## src/rtl/rr_dec_arbiter4.sv

```systemverilog
// Four-requester round-robin arbiter with a decoded one-hot grant.
// Ports: clk, reset (sync, active-high), en, req[3:0], done -> grant[3:0],
//        gnt_idx[1:0], busy, timeout (one-cycle hold-limit release pulse).
module rr_dec_arbiter4 #(
    parameter int unsigned MAX_HOLD = 8
) (
    input  logic       clk,
    input  logic       reset,
    input  logic       en,
    input  logic [3:0] req,
    input  logic       done,
    output logic [3:0] grant,
    output logic [1:0] gnt_idx,
    output logic       busy,
    output logic       timeout
);

    typedef enum logic {
        IDLE = 1'b0,
        BUSY = 1'b1
    } state_t;

    localparam logic [7:0] HOLD_LAST = 8'(MAX_HOLD - 1);

    state_t     r_state;
    logic [1:0] r_ptr;
    logic [7:0] r_hold;
    logic [1:0] r_idx;
    logic [3:0] r_grant;
    logic       r_busy;
    logic       r_timeout;

    logic [1:0] w_pick;
    logic [1:0] w_cand;
    logic       w_found;
    logic       w_quit;
    logic       w_hold_hit;
    logic       w_rel;

    // 2-to-4 decoder with enable; the only path from index to grant lines.
    function automatic logic [3:0] dec(input logic e, input logic [1:0] idx);
        logic [3:0] d;
        d = 4'b0000;
        if (e) d[idx] = 1'b1;
        return d;
    endfunction

    // Rotating search: first requester at or after the priority pointer.
    always_comb begin
        w_found = 1'b0;
        w_pick  = r_ptr;
        w_cand  = r_ptr;
        for (int i = 0; i < 4; i++) begin
            w_cand = r_ptr + 2'(i);
            if (!w_found && req[w_cand]) begin
                w_found = 1'b1;
                w_pick  = w_cand;
            end
        end
    end

    // Owner-initiated release wins over the hold limit for timeout reporting.
    assign w_quit     = done | ~req[r_idx];
    assign w_hold_hit = (r_hold == HOLD_LAST);
    assign w_rel      = w_quit | w_hold_hit;

    always_ff @(posedge clk) begin
        if (reset) begin
            r_state   <= IDLE;
            r_ptr     <= 2'd0;
            r_hold    <= 8'd0;
            r_idx     <= 2'd0;
            r_grant   <= 4'b0000;
            r_busy    <= 1'b0;
            r_timeout <= 1'b0;
        end else begin
            r_timeout <= 1'b0;
            unique case (r_state)
                IDLE: begin
                    if (en && w_found) begin
                        r_idx   <= w_pick;
                        r_grant <= dec(1'b1, w_pick);
                        r_busy  <= 1'b1;
                        r_hold  <= 8'd0;
                        r_state <= BUSY;
                    end
                end
                BUSY: begin
                    if (w_rel) begin
                        r_grant   <= 4'b0000;
                        r_busy    <= 1'b0;
                        r_ptr     <= r_idx + 2'd1;
                        r_hold    <= 8'd0;
                        r_timeout <= w_hold_hit & ~w_quit;
                        r_state   <= IDLE;
                    end else if (!w_hold_hit) begin
                        r_hold <= r_hold + 8'd1;
                    end
                end
                default: r_state <= IDLE;
            endcase
        end
    end

    assign grant   = r_grant;
    assign gnt_idx = r_idx;
    assign busy    = r_busy;
    assign timeout = r_timeout;

    a_onehot: assert property (@(posedge clk) disable iff (reset)
        $onehot0(grant));
    a_busy: assert property (@(posedge clk) disable iff (reset)
        busy == (|grant));
    a_dec: assert property (@(posedge clk) disable iff (reset)
        busy |-> (grant == dec(1'b1, gnt_idx)));

endmodule
```

## config.mk

```make
export PLATFORM = sky130hd
export DESIGN_NAME = rr_dec_arbiter4
export DESIGN_NICKNAME = d
export VERILOG_FILES = /design/src/rtl/rr_dec_arbiter4.sv
export SDC_FILE = /design/constraint.sdc
export NUM_CORES = 1
export LEC_CHECK = 0
export CORE_UTILIZATION = 50
export CTS_CLUSTER_DIAMETER = 200
export DETAILED_ROUTE_END_ITERATION = 7
export PLACE_DENSITY = 0.77
export SLEW_MARGIN = 20
export SYNTH_ARGS = -nofsm -noshare
export SYNTH_HDL_FRONTEND = slang
export SYNTH_SLANG_ARGS = --single-unit
export TNS_END_PERCENT = 5
```

## constraint.sdc

```tcl
create_clock -name clk -period 1.7 [get_ports clk]
set_input_delay 0.34 -clock clk [delete_from_list [all_inputs] [get_ports clk]]
set_output_delay 0.34 -clock clk [all_outputs]
set_load 0.005 [all_outputs]
```

==> out/results.txt <==
Status: complete, no violations
Reg2reg end: r_hold[4]$_SDFFE_PP0P_
Syn nets: 125
Register area: 381.6 sq um
Worst Setup End Kind: register
RSZ-0062 raised after global routing: false
Vias: 1,014
Met2 routed WL: 1239 um
CTS Root Cell: clkbuf_4
CP Max Fanout: 5
WP data required: 1.94 ns
IO buf count: 15
Final cell count without fillers: 172
Clock Skew: 0.01744 ns
Fin Setup TNS: 0 ns
Final Slew Violations: 0
Synthesized area: 0.001042 sq mm
Clock latency on the worst-skew pair: 0.31 ns
# Post-CTS Setup Buffers: 0
Reg2Reg Depth: 5
GRT Util Overall: 24.28%
Power density cells: 698.2 mW/mm^2
Top Layer Used: met4
Final setup vio count: 0
First-pass GRT wire length: 3801 um
Min cycle time layout: 1.639 ns
Gr ovfl total: 0
Fin nets: 155
Vias in the first global route: 845
Avg Inst Size Synth: 8.985 sq um
Metal-1 WL: 1132 um
Comb power frac: 23.6%
Setup WS post-layout: 0.06082 ns
Reg clk slew, reported paths: 0.10 ns
HP Class: register to register
Critical path launch point type: input port
Post-Syn Instances: 116
Vias per inst: 5.895
Critical-path top delay cell: clkdlybuf4s50_1
Synth area leaders: dfxtp_1, a21oi_1, nor2b_1
Routed Antenna Nets: 0
# diodes: 0
Most frequent cells after synthesis: dfxtp_1, nand2_1, a21oi_1
Worst vdd ir: 0.0005584 V
Die Area: 0.002271 sq mm
Place WS: -0.3948 ns
Row count: 16
Clock Tree Buf Depth: 2
DRC viols: 0
Starting density of the core: 53.13%
Power Total: 0.9409 mW
CP arrival: 1.88 ns
Register area share after synthesis: 36.49%
DP Area: 0.001310 sq mm
Ys async rst share: 0%
Seq pwr share: 51.4%
Die height: 47.66 um
Sw frac: 29.18%
Critical path endpoint: grant[2]$_SDFFE_PP0P_
Final hold violation count: 0
Core ar.: 0.001962 sq mm
Largest net degree at the start of global routing: 12
Leak Pwr: 0.4991 nW
Source of the worst register-to-register timing path: r_hold[1]$_SDFFE_PP0P_
Wire length on met3: 86 um
Number of synthesized flops with an enable pin: 0
Critical Path Start: req[2]
Internal Power: 0.6663 mW
WL/cell: 14.37 um
Layout area overhead: 29.29%
Worst-margin pin slew: 0.3905 ns
FILL cells: 177
Fin area: 0.001348 sq mm
Wirelength, routed: 2472 um
Share of cells above drive strength 1: 20.00%
Clock power frac: 25.0%
# Max-Cap Violations: 0
Min Hold Slack: 0.4827 ns
Area of the multi-input gates: 638.1 sq um
Setup CP Type: input port to register
DRT iter0 DRCs: 34
R2R Setup Slk: 0.08 ns
Seq cells post-synth: 19
Post-synth top flop: dfxtp_1
Chip Width: 47.66 um
Clk sinks: 19
Cell taking the most area after synthesis: dfxtp_1
TritonCTS Buffers: 3
GP Congestion: 0.8141
Synth Warn #: 0
Synth cell types: 45
# IOs: 16
Max_slew headroom: 73.76%
Post-DP HPWL: 1872 um
Most frequent cell after synthesis: dfxtp_1
Psw: 0.2746 mW
Finished Core Util: 68.69%
Antenna violations before repair: 0
Dpl cells: 168
Fmax: 610.1 MHz
Tcrit/Tclk final: 96.42%
Delay of the slowest critical-path stage: 0.50 ns
Worst path cell trace: clkdlybuf4s50_1 > o41ai_4 > or3b_4 > o21ai_4 > a32o_1
H-tree Lvls: 1
Top cell type's share of synthesized area: 36.49%
CTS tree: yes
Drt pass-1 iters: 6
[critical path: cells and delay by family]
| family | cells | cell delay [ns] |
|---|---|---|
| compound gates | 3 | 0.58 |
| buf+inv | 1 | 0.50 |
| simple gates | 1 | 0.47 |
[cells by family after synthesis]
kind of cell	count (synthesis)	synth area share [%]
multiplexers	2	1.921
AO/OA/AOI/OAI	39	29.89
XOR/XNOR	4	3.362
buffers and inverters	7	3.482
AND/OR/NAND/NOR	44	23.65
flip-flops	19	36.49
adder cells (fa/ha/maj)	1	1.200
[layout by cell type (no fill, tap or decap), types with 5 or more instances in the layout]
master and n:
nand2_1 9, a31oi_1 5, clkdlybuf4s50_1 12, buf_4 15, a21oi_1 8, nor2b_1 6
dfxtp_1 18, nor2_1 5, nor3_1 6
[worst min-delay path by stage]
stage                     slack, ns                   start  cells after the start                     end
final                          0.48   grant[0]$_SDFFE_PP0P_                      1   grant[0]$_SDFFE_PP0P_
after global routing           0.51   grant[1]$_SDFFE_PP0P_                      1   grant[1]$_SDFFE_PP0P_
after CTS                      0.49   grant[2]$_SDFFE_PP0P_                      1   grant[2]$_SDFFE_PP0P_
after detailed placement       0.47   grant[2]$_SDFFE_PP0P_                      1   grant[2]$_SDFFE_PP0P_
after global placement         0.45   grant[2]$_SDFFE_PP0P_                      1   grant[2]$_SDFFE_PP0P_
after floorplan                0.46  r_hold[1]$_SDFFE_PP0P_                      2  r_hold[1]$_SDFFE_PP0P_
[power by group through the flow]
| stage | sequential, mW | combinational (mW) | clock, mW |
|---|---|---|---|
| 4_1_cts | 0.483 | 0.217 | 0.238 |
| 5_1_grt | 0.486 | 0.243 | 0.256 |
| 6_report | 0.484 | 0.222 | 0.235 |
| 2_1_floorplan | 0.486 | 0.121 | 0 |
| 3_3_place_gp | 0.492 | 0.212 | 0 |
| 3_5_place_dp | 0.492 | 0.217 | 0 |
[cell type report]
| class | instances | area share [%] |
|---|---|---|
| flip-flops and latches | 19 | 28.32 |
| clock buffers | 3 | 1.671 |
| inverters | 2 | 0.5571 |
| well taps | 27 | 2.507 |
| multi-input cells | 90 | 47.35 |
| clock inverters | 1 | 0.3714 |
| repair buffers | 30 | 19.22 |
[registers in the layout (all words and copies together) (netlist names)]
register  count
r_ptr         2
grant         4
gnt_idx       2
r_hold        8
r_state       1
timeout       1
busy          1
[metal layers]
metal	vias to the layer above	GRT usage [%]
met5	-	0
met4	0	7.778
met3	2	6.038
met2	25	40.55
met1	488	30.75
li1	499	-
[timing repair]
| item | in CTS | in global routing |
|---|---|---|
| pin swaps | 1 | 1 |
| hold buffers | 0 | 0 |
| resized for setup | 5 | 2 |
| endpoints found under the setup margin | 7 | 8 |
(Power assumes the default switching activity.)
